===== src/rtl/display_scan_serializer.sv =====
// Rotates the display mux select through five channels and shifts each captured
// 12-bit reading out as a 16-bit tagged, odd-parity SPI mode-0 frame.
module display_scan_serializer #(
   parameter int CLK_DIV    = 4,
   parameter int GAP_CYCLES = 8
) (
   input  logic        clk,
   input  logic        rst,
   input  logic        enable,
   input  logic [11:0] data_in,
   output logic [2:0]  select,
   output logic        ser_cs_n,
   output logic        ser_sclk,
   output logic        ser_mosi,
   output logic        frame_done,
   output logic        busy
);

   localparam int DW = (CLK_DIV > 1) ? $clog2(CLK_DIV) : 1;
   localparam int CW = ($clog2(GAP_CYCLES) > 1) ? $clog2(GAP_CYCLES) : 1;
   localparam logic [DW-1:0] DIV_LAST = DW'(CLK_DIV - 1);
   localparam logic [CW-1:0] GAP_LAST = CW'(GAP_CYCLES - 1);

   typedef enum logic [2:0] {IDLE, SETTLE, LOAD, SHIFT, GAP} state_t;

   state_t        state, state_n;
   logic [CW-1:0] cnt, cnt_n;
   logic [DW-1:0] div_cnt, div_n;
   logic [4:0]    half_cnt, half_n;
   logic [15:0]   shreg, shreg_n;
   logic [2:0]    ch, ch_n;
   logic          done_n;

   assign select = ch;

   always_comb begin
      state_n = state;
      cnt_n   = cnt;
      div_n   = div_cnt;
      half_n  = half_cnt;
      shreg_n = shreg;
      ch_n    = ch;
      done_n  = 1'b0;
      case (state)
         IDLE: begin
            if (enable) begin
               state_n = SETTLE;
               cnt_n   = '0;
            end
         end
         SETTLE: begin
            // Word is captured on entry to LOAD so bit 15 is already on the pin during LOAD
            if (cnt == CW'(1)) begin
               state_n = LOAD;
               shreg_n = {ch, ~^{ch, data_in}, data_in};
            end else begin
               cnt_n = cnt + 1'b1;
            end
         end
         LOAD: begin
            state_n = SHIFT;
            div_n   = '0;
            half_n  = '0;
         end
         SHIFT: begin
            if (div_cnt == DIV_LAST) begin
               div_n = '0;
               if (half_cnt == 5'd31) begin
                  state_n = GAP;
                  cnt_n   = '0;
                  done_n  = 1'b1;
                  ch_n    = (ch == 3'd4) ? 3'd0 : ch + 3'd1;
               end else begin
                  half_n = half_cnt + 5'd1;
                  // Odd half-period ending means sclk falls: present the next bit
                  if (half_cnt[0])
                     shreg_n = {shreg[14:0], 1'b0};
               end
            end else begin
               div_n = div_cnt + 1'b1;
            end
         end
         GAP: begin
            if (cnt == GAP_LAST) begin
               state_n = enable ? SETTLE : IDLE;
               cnt_n   = '0;
            end else begin
               cnt_n = cnt + 1'b1;
            end
         end
         default: state_n = IDLE;
      endcase
   end

   always_ff @(posedge clk or posedge rst) begin
      if (rst) begin
         state      <= IDLE;
         cnt        <= '0;
         div_cnt    <= '0;
         half_cnt   <= '0;
         shreg      <= '0;
         ch         <= '0;
         ser_cs_n   <= 1'b1;
         ser_sclk   <= 1'b0;
         ser_mosi   <= 1'b0;
         frame_done <= 1'b0;
         busy       <= 1'b0;
      end else begin
         state      <= state_n;
         cnt        <= cnt_n;
         div_cnt    <= div_n;
         half_cnt   <= half_n;
         shreg      <= shreg_n;
         ch         <= ch_n;
         ser_cs_n   <= !((state_n == LOAD) || (state_n == SHIFT));
         ser_sclk   <= (state_n == SHIFT) && half_n[0];
         ser_mosi   <= ((state_n == LOAD) || (state_n == SHIFT)) && shreg_n[15];
         frame_done <= done_n;
         busy       <= (state_n != IDLE);
      end
   end

endmodule


===== config.mk =====
export PLATFORM = sky130hd
export DESIGN_NAME = display_scan_serializer
export DESIGN_NICKNAME = d
export VERILOG_FILES = /design/src/rtl/display_scan_serializer.sv
export SDC_FILE = /design/constraint.sdc
export NUM_CORES = 1
export LEC_CHECK = 0
export ABC_AREA = 1
export CAP_MARGIN = 20
export CORE_UTILIZATION = 57
export DETAILED_ROUTE_END_ITERATION = 12
export GPL_TIMING_DRIVEN = 0
export PLACE_DENSITY_LB_ADDON = 0.05
export SYNTH_ARGS = -nofsm -noshare
export SYNTH_HDL_FRONTEND = slang
export SYNTH_SLANG_ARGS = --single-unit
export TNS_END_PERCENT = 5

===== constraint.sdc =====
create_clock -name clk -period 2.7 [get_ports clk]
set_input_delay 0.54 -clock clk [delete_from_list [all_inputs] [get_ports clk]]
set_output_delay 0.54 -clock clk [all_outputs]
set_load 0.03 [all_outputs]

# --- Word level (Yosys, flattened, before mapping) ---
# Cells that the tools add are included.
word_totals:
  regBits: 37
  elab_cells: 76
classes:
  n_addsub: 4
  eq_ne: 18
  n_mux: 27
  reduce_logical: 14
ops:
  columns: ["op", "n"]
  rows:
  - ["16-bit two-way mux", 4]
  - ["3-bit two-way mux", 11]
  - ["16-bit one-hot mux with 2 select lines", 1]
  - ["3-bit one-hot mux with 5 select lines", 1]
  - ["15-bit XNOR reduction", 1]
  - ["2-bit != test, second input constant", 7]
  - ["3-bit by 2-bit == test with 1-bit output, second input constant", 4]
  - ["3-bit one-hot mux with 4 select lines", 1]
  - ["5-bit two-way mux", 2]
  - ["5-bit one-hot mux with 2 select lines", 1]
  - ["5-bit AND reduction", 2]
  - ["3-bit == test, second input constant", 3]
  - ["3-bit by 1-bit adder with 3-bit output, second input constant", 2]
  - ["3-bit by 1-bit == test with 1-bit output, second input constant", 2]
  - ["3-bit AND reduction", 2]
  - ["5-bit by 1-bit adder with 5-bit output, second input constant", 1]
  - ["5-bit == test, second input constant", 1]
  - ["1-bit two-way mux", 4]
  - ["2-bit one-hot mux with 2 select lines", 1]
  - ["2-bit nonzero test", 2]
  - ["4-bit nonzero test", 1]
  - ["3-bit logical NOT", 1]
  - ["3-bit nonzero test", 1]
  - ["2-bit by 1-bit adder with 2-bit output, second input constant", 1]
  - ["other kinds (5)", 6]

# --- Longest topological paths before layout ---
# Gate-level depths: netlist of run 1.
logic_depth:
  depth_word: 7
  ltp_mapped: 13

# --- Worst setup path after synthesis of run 1 ---
# OpenSTA, ideal clock, no wires.
synth_path:
  kind: "reg2reg"
  from: "register half_cnt[0]"
  to: "register shreg[3]"
  setup_time_ps: 130
  t_arrival_ps: 1764
  required_time_ps: 2570
  slack_ps: 807
  stages_incl_launch_ff: 14
  path_buffers: 1
  period_less_slack_ps: 1893
  cell_sequence: "dfrtp_1 -> ha_1 -> inv_1 -> nor3_1 -> ha_1 -> inv_1 -> nand2_2 -> nor2_2 -> inv_2 -> a21oi_4 -> inv_2 -> buf_6 -> nand2_1 -> o221ai_2"
synth_between:
  elab_chain_len: 3
  elab_cells_between_ends: 4
  classes_between: "3 x eq/ne; 1 x reduce/logical"
synth_lines:
  columns: ["element", "line_no", "text"]
  rows:
  - ["start: declaration", "29", "logic [4:0] half_cnt, half_n;"]
  - ["start signal: assignment", "112", "half_cnt <= half_n;"]
  - ["5-bit == test", "68", "if (half_cnt == 5'd31) begin"]
  - ["2-bit != test (no line)", null, null]
  - ["5-bit AND reduction (no line) *", null, null]
  - ["end signal: assignment", "113", "shreg <= shreg_n;"]
  - ["end: declaration", "30", "logic [15:0] shreg, shreg_n;"]
# Every way passes the cells marked *; elsewhere a longest branch is shown, timed or not.
# A chain may end at the register's enable or synchronous reset.

# --- Final worst setup path of run 1 ---
layout_path:
  from: "register half_cnt[0]"
  to: "register shreg[10]"
# The elaborated chain is that of the path after synthesis.

==> PnR_summary.wiki, run 1 <==
{| class="wikitable"
! Metric !! Value
|-
| Run status || finished clean
|-
| Antenna Violating Nets Remaining || 0
|-
| Max Clk Rate || 465 MHz
|-
| Setup repair after global routing missed its margin || no
|-
| Count of hold-fix buffers inserted at cts || 0
|-
| Hpwl dp || 3380 um
|-
| Final cycle utilization of the critical path || 79.7%
|-
| # diodes || 0
|-
| Vias in the first global route || 1719
|-
| Buffering stage count on the worst path with inverters included || 5
|-
| Asr flop ratio synth || 100%
|-
| Area of the die || 0.00423 mm2
|-
| Final max-slew violation count || 0
|-
| Hold path startpoint || shreg[8]
|-
| Fin Setup TNS || 0 ns
|-
| Post-synthesis cell count || 296
|-
| Overall global routing resource usage || 23.7%
|-
| Number of antenna violations at the first check in global routing || 0
|-
| Final setup violation count || 0
|-
| Predominant post-synthesis flop cell || dfrtp_1
|-
| Flip-flop and latch area || 927 um2
|-
| Top-Level Pins || 23
|-
| Std cell rows || 22
|-
| Post-synthesis sequential area ratio || 40.9%
|-
| Number of setup buffers added after CTS || 0
|-
| Global-route wire length before repair || 7590 um
|-
| Worst-path cell with the longest stage delay || dfrtp_1
|-
| Horizontal die dimension || 65.1 um
|-
| Clock transition at the registers of the reported paths || 0.07 ns
|-
| Core area || 0.00374 mm2
|-
| Average size of a mapped cell || 7.66 um2
|-
| Via Count || 1838
|-
| Worst path top cell family by delay || buffers and inverters
|-
| Routed wirelength normalized by instance count || 11.7 um
|-
| Final Core Density || 71.2%
|-
| Largest net degree at the start of global routing || 23
|-
| Final-report hold violation count || 0
|-
| Ordered list of cells on the worst path || ha_1 > inv_1 > nor3_1 > ha_1 > inv_1 > nand2_2 > nor2_2 > inv_2 > a21oi_4 > inv_2 > buf_6 > nand2_1 > o221ai_2
|-
| CP Launch Type || register
|-
| Total Routed Length || 4390 um
|-
| Initial detailed-routing violation count || 128
|-
| Most common cell in the synthesized netlist || nand2_1
|-
| Area growth syn-to-layout || 17.6%
|-
| Max incr delay on CP || 0.42 ns
|-
| End of the worst register-to-register path || shreg[10]
|-
| Ratio of total power to cell area || 766 mW/mm2
|-
| Top cell type by total area after synthesis || dfrtp_1
|-
| Port bufs || 22
|-
| RD Place Congestion || 0.786
|-
| Net count after synthesis || 319
|-
| Count of warnings emitted by yosys || 0
|-
| Netlist area before placement || 0.00227 mm2
|-
| Fillers || 315
|-
| Worst setup skew after layout || 0.00738 ns
|-
| Number of resized instances in the post-cts repair step || 0
|-
| Lkg Pwr || 1.42 nW
|-
| Effective utilization at floorplan || 60.5%
|-
| Remaining Overflow, GRT || 0
|-
| Worst slew pin tran || 0.675 ns
|-
| Cell depth of the worst flop-to-flop path || 13
|-
| TritonCTS clock tree || done
|-
| Most common library cells after synthesis || nand2_1, inv_1, dfrtp_1
|-
| HP Class || reg2reg
|-
| Vias per cell || 4.90
|-
| Maximum VDD drop || 621 uV
|-
| Post-synth top area share || 39.8%
|-
| Worst Hold Depth || 2
|-
| Clock Root Buffer || clkbuf_8
|-
| Net count reported at finish || 349
|-
| Synth cell types || 34
|-
| Number of design rule violations left after detail routing || 0
|-
| Clock buffer depth || 2
|-
| MaxCap Viol Count || 0
|-
| Start of the worst register-to-register path || half_cnt[0]
|-
| Arrival time at the worst endpoint || 2.33 ns
|-
| Die span in y || 65.1 um
|-
| Register-to-register setup slack || 0.55 ns
|-
| Synth top area cells || dfrtp_1, nand2_1, inv_1
|-
| Multi-input logic area || 0.00109 mm2
|-
| Hold EP || shreg[8]
|-
| Clock H-tree levels || 2
|-
| Crit. End Element || register
|-
| Worst endpoint required time || 2.88 ns
|-
| Shortest clock period the worst path allows after layout || 2.15 ns
|-
| Register bit count reported by yosys || 37
|-
| Number of CTS-inserted buffers || 5
|-
| CP Class || reg2reg
|-
| CTS Sinks || 37
|-
| Number of flops mapped to enable cells by yosys || 0
|-
| Relative slew slack || 55.0%
|-
| Worst Path Max Fanout || 10
|-
| First-pass iteration count of the detailed router || 4
|-
| Fraction of layout cells with a size suffix above 1 || 13.5%
|-
| Clock latency of the later-clocked register in the worst-skew pair || 0.29 ns
|}
## worst max path at each step
stage / from / end / slack, ns / cells past startpoint
after floorplan: half_cnt[0] / shreg[3] / 0.81 / 13
after global placement: rst / half_cnt[2] / 0.53 / 2
after detailed placement: half_cnt[0] / shreg[10] / 0.55 / 13
after CTS: half_cnt[0] / shreg[10] / 0.53 / 13
after global routing: half_cnt[0] / shreg[10] / 0.38 / 13
final: half_cnt[0] / shreg[10] / 0.55 / 13
## power by group
group / internal, mW / switching [mW]
logic: 0.308 / 0.493
clock network: 0.208 / 0.193
registers: 0.735 / 0.104
total: 1.25 / 0.789
## through the flow
step                      instance area, um2  hold WS [ns]  setup WS (ns)  instances  total power [mW]
after CTS                               2660         0.481          0.532        375              2.06
after global routing                    2660         0.505          0.384        375              2.20
final                                   2660         0.479          0.549        375              2.04
after detailed placement                2570         0.465          0.552        367              1.66
after global placement                  2550         0.456          0.530        366              1.63
after floorplan                         2270         0.443          0.807        296              1.46
## per-layer routing
layer,track usage (%),vias up,wire length (um)
li1,-,985,-
met1,33.8,820,2270
met2,36.1,28,1900
met3,5.81,5,174
met4,5.71,0,42
met5,0,-,0
## layout by cell type (no fill, tap or decap), types with 3 or more instances in the layout
cell type        synthesis  routed
o21ai_1                  4       4
nor2_1                  23      23
inv_1                   50      50
a21oi_1                  5       5
nor2_2                   3       3
nand2_2                  5       5
clkdlybuf4s50_1          0      22
nand2_1                 97      97
ha_1                     8       8
dfrtp_1                 36      36
nor3_1                   4       4
inv_2                    6       6
o221ai_2                 7       7
clkbuf_8                 0       6
nand3_1                 14      14
o21ai_0                  6       6
a22oi_1                  4       4
## cell families (layout without fill, tap and decap cells)
logic type,after synthesis,count (layout),share of synthesized area (%)
fa+ha+maj,8,8,4.42
simple gates,153,153,29.3
buf+inv,60,91,10.8
compound gates,36,36,13.8
xor+xnor,2,2,0.773
flops,37,37,40.9
## tightest hold or removal path, stage by stage, from the launching register on
cell	delay [ns]
dfrtp_1	0.35
nand2_1	0.05
nand2_1	0.04
## sequential cells by signal (all words and copies together), names as in the netlist, 2 cells and up
name,flops
half_cnt,5
cnt,3
select,3
state,3
shreg,16
div_cnt,2
## area by class of cell
class | instances | share of cell area (%)
Multi-Input combinational cell | 199 | 41.1
Sequential cell | 37 | 34.8
Timing Repair Buffer | 23 | 9.30
Inverter | 58 | 8.31
Clock buffer | 8 | 3.38
Tap cell | 48 | 2.25
Buffer | 2 | 0.845
Note: power is estimated with default switching activity, not from simulation.
==> inputs of run 2 (changes only) <==
Clock period 2.7 ns to 2.12 ns, I/O delays scaled along.
==> PnR_summary.wiki, run 2 (synthesis results as in run 1) <==
{| class="wikitable"
! Metric !! Value
|-
| Net count reported at finish || 350 (+0.29%)
|-
| Std cell rows || 22 (unchanged)
|-
| Relative slew slack || 55.0% (about the same)
|-
| Area growth syn-to-layout || 18.2%
|-
| Largest net degree at the start of global routing || 23 (unchanged)
|-
| Shortest clock period the worst path allows after layout || 1.97 ns (-0.182 ns)
|-
| Maximum VDD drop || 789 uV (+27%)
|-
| Sw Share || 38.8% (+0.11 points)
|-
| Worst setup skew after layout || 0.00658 ns (-0.000804 ns)
|-
| MaxCap Viol Count || 0 (unchanged)
|-
| Overall global routing resource usage || 23.9% (+0.26 points)
|-
| Placement Setup Slack || -0.0281 ns (-0.580 ns)
|-
| Final setup violation count || 0 (unchanged)
|-
| Final cell count without fillers || 376 (+0.27%)
|-
| Top library cells by usage in the layout, fill and taps aside || nand2_1, inv_1, dfrtp_1
|-
| Clock buffer depth || 2 (unchanged)
|-
| Effective utilization at floorplan || 60.5% (unchanged)
|-
| Crit. End Element || register
|-
| Number of CTS-inserted buffers || 5 (unchanged)
|-
| Clock Root Buffer || clkbuf_8
|-
| Final-report hold violation count || 0 (unchanged)
|-
| CP Launch Type || register
|-
| Final max-slew violation count || 0 (unchanged)
|-
| Count of hold-fix buffers inserted at cts || 0 (unchanged)
|-
| Worst endpoint required time || 2.29 ns (-0.59 ns)
|-
| TritonCTS clock tree || done
|-
| Combinational fraction of design power || 40.1% (+0.9 points)
|-
| Sequential share of power || 40.6% (-0.5 points)
|-
| Register with the most flip-flops || shreg
|-
| Fin Setup TNS || 0 ns (unchanged)
|-
| Initial detailed-routing violation count || 118 (-7.8%)
|-
| Top-Level Pins || 23 (unchanged)
|-
| Cell-internal power || 1.61 mW (+29%)
|-
| Port bufs || 22 (unchanged)
|-
| Placed insts || 367 (unchanged)
|-
| Number of antenna violations at the first check in global routing || 0 (unchanged)
|-
| Fin area || 0.00268 mm2 (+0.52%)
|-
| Run status || finished clean
|-
| Clock H-tree levels || 2 (unchanged)
|-
| Largest regs || shreg x16, half_cnt x5
|-
| Lkg Pwr || 1.42 nW (+0.40%)
|-
| Via Count || 1841 (+0.16%)
|-
| Switching power summed over all nets || 1.02 mW (+29%)
|-
| Most common cell after layout, fill and taps aside || nand2_1
|-
| Area of the die || 0.00423 mm2 (unchanged)
|-
| First-pass iteration count of the detailed router || 4 (unchanged)
|-
| Total Routed Length || 4420 um (+0.59%)
|-
| Fillers || 315 (unchanged)
|-
| Global-route wire length before repair || 7650 um (+0.72%)
|-
| Arrival time at the worst endpoint || 2.14 ns (-0.19 ns)
|-
| Remaining Overflow, GRT || 0 (unchanged)
|-
| Hpwl dp || 3380 um (unchanged)
|-
| Horizontal die dimension || 65.1 um (unchanged)
|-
| Max Clk Rate || 508 MHz (+9.2%)
|-
| Hold path startpoint || shreg[8]
|-
| Routed wirelength normalized by instance count || 11.7 um (+0.32%)
|-
| Cell depth of the worst flop-to-flop path || 13 (unchanged)
|-
| CTS Sinks || 37 (unchanged)
|-
| Vias in the first global route || 1721 (+0.12%)
|-
| Ratio of total power to cell area || 983 mW/mm2 (+28%)
|-
| Area after DPL || 0.00257 mm2 (unchanged)
|-
| RD Place Congestion || 0.786 (unchanged)
|-
| CP Class || reg2reg
|-
| Fraction of layout cells with a size suffix above 1 || 13.7% (+0.26 points)
|-
| Antenna Violating Nets Remaining || 0 (unchanged)
|-
| Setup repair after global routing missed its margin || no
|-
| Worst slew pin tran || 0.675 ns (+0.0000229 ns)
|-
| Worst Path Max Fanout || 10 (unchanged)
|-
| Overall power after layout || 2.63 mW (+29%)
|-
| Clock transition at the registers of the reported paths || 0.07 ns (about the same)
|-
| Number of design rule violations left after detail routing || 0 (unchanged)
|-
| Hold EP || shreg[8]
|-
| Core area || 0.00374 mm2 (unchanged)
|-
| Register-to-register setup slack || 0.15 ns (-0.40 ns)
|-
| HP Class || reg2reg
|-
| Worst Hold Depth || 2 (unchanged)
|-
| Vias per cell || 4.90 (-0.10%)
|-
| Start of the worst register-to-register path || half_cnt[0]
|-
| Final Core Density || 71.5% (+0.37 points)
|-
| Clock Power Share || 19.2% (-0.4 points)
|-
| Die span in y || 65.1 um (unchanged)
|-
| Clock latency of the later-clocked register in the worst-skew pair || 0.29 ns (about the same)
|-
| End of the worst register-to-register path || shreg[10]
|-
| Largest register FFs || 16 (unchanged)
|-
| # diodes || 0 (unchanged)
|-
| Setup WS post-layout || 0.151 ns (-0.398 ns)
|-
| Final worst hold slack || 0.485 ns (+0.00610 ns)
|-
| Final cycle utilization of the critical path || 92.9% (+13 points)
|}
## run 2: power by group through the flow
stage	Sequential (mW)	Clock (mW)	Combinational, mW
floorplan	1.08	0	0.771
global placement	1.07	0	0.997
detailed placement	1.08	0	1.03
CTS	1.07	0.517	1.06
global route	1.09	0.547	1.19
finish	1.07	0.507	1.06
## run 2: worst max path at each step
stage                      from   endpoint  slack (ns)  cells after the start
floorplan           half_cnt[0]   shreg[3]        0.23                     13
global placement    half_cnt[0]   shreg[3]       0.003                     13
detailed placement  half_cnt[0]  shreg[10]       -0.03                     13
CTS                 half_cnt[0]  shreg[10]        0.09                     13
global route        half_cnt[0]  shreg[10]        0.01                     13
finish              half_cnt[0]  shreg[10]        0.15                     13
## run 2: final cells by class
cell class / instances / area, um2 / area share [%]
buffer: 2 / 22.5 / 0.841
clock buffer: 8 / 90.1 / 3.36
inverter: 58 / 223 / 8.32
multi-input combinational: 199 / 1100 / 41.1
sequential: 37 / 927 / 34.6
tap: 48 / 60.1 / 2.24
timing repair buffer: 24 / 255 / 9.53
## run 2: metal layers
| metal | global-route usage [%] | wire length, um | up-vias | share of wire, % |
|---|---|---|---|---|
| met5 | 0 | 0 | - | 0 |
| met4 | 5.71 | 42 | 0 | 0.95 |
| met3 | 5.81 | 172 | 5 | 3.9 |
| met2 | 36.5 | 1940 | 27 | 44 |
| met1 | 34.3 | 2260 | 821 | 51 |
| li1 | - | - | 988 | - |
## run 2: critical path, cell delays in order (launching register included)
cell and delay (ns):
dfrtp_1 0.42, ha_1 0.21, inv_1 0.08, nor3_1 0.06, ha_1 0.19, inv_1 0.08, nand2_2 0.09, nor2_4 0.14
inv_2 0.06, a21oi_4 0.16, inv_2 0.06, buf_6 0.14, nand2_1 0.07, o221ai_2 0.08
## run 2: what timing repair did
item	4_1_cts	5_1_grt
endpoints found under the setup margin	8	9
hold endpoints to repair	0	0
pin swaps	1	0
buffers inserted	1	0
resized for setup	0	2
cloned	0	0
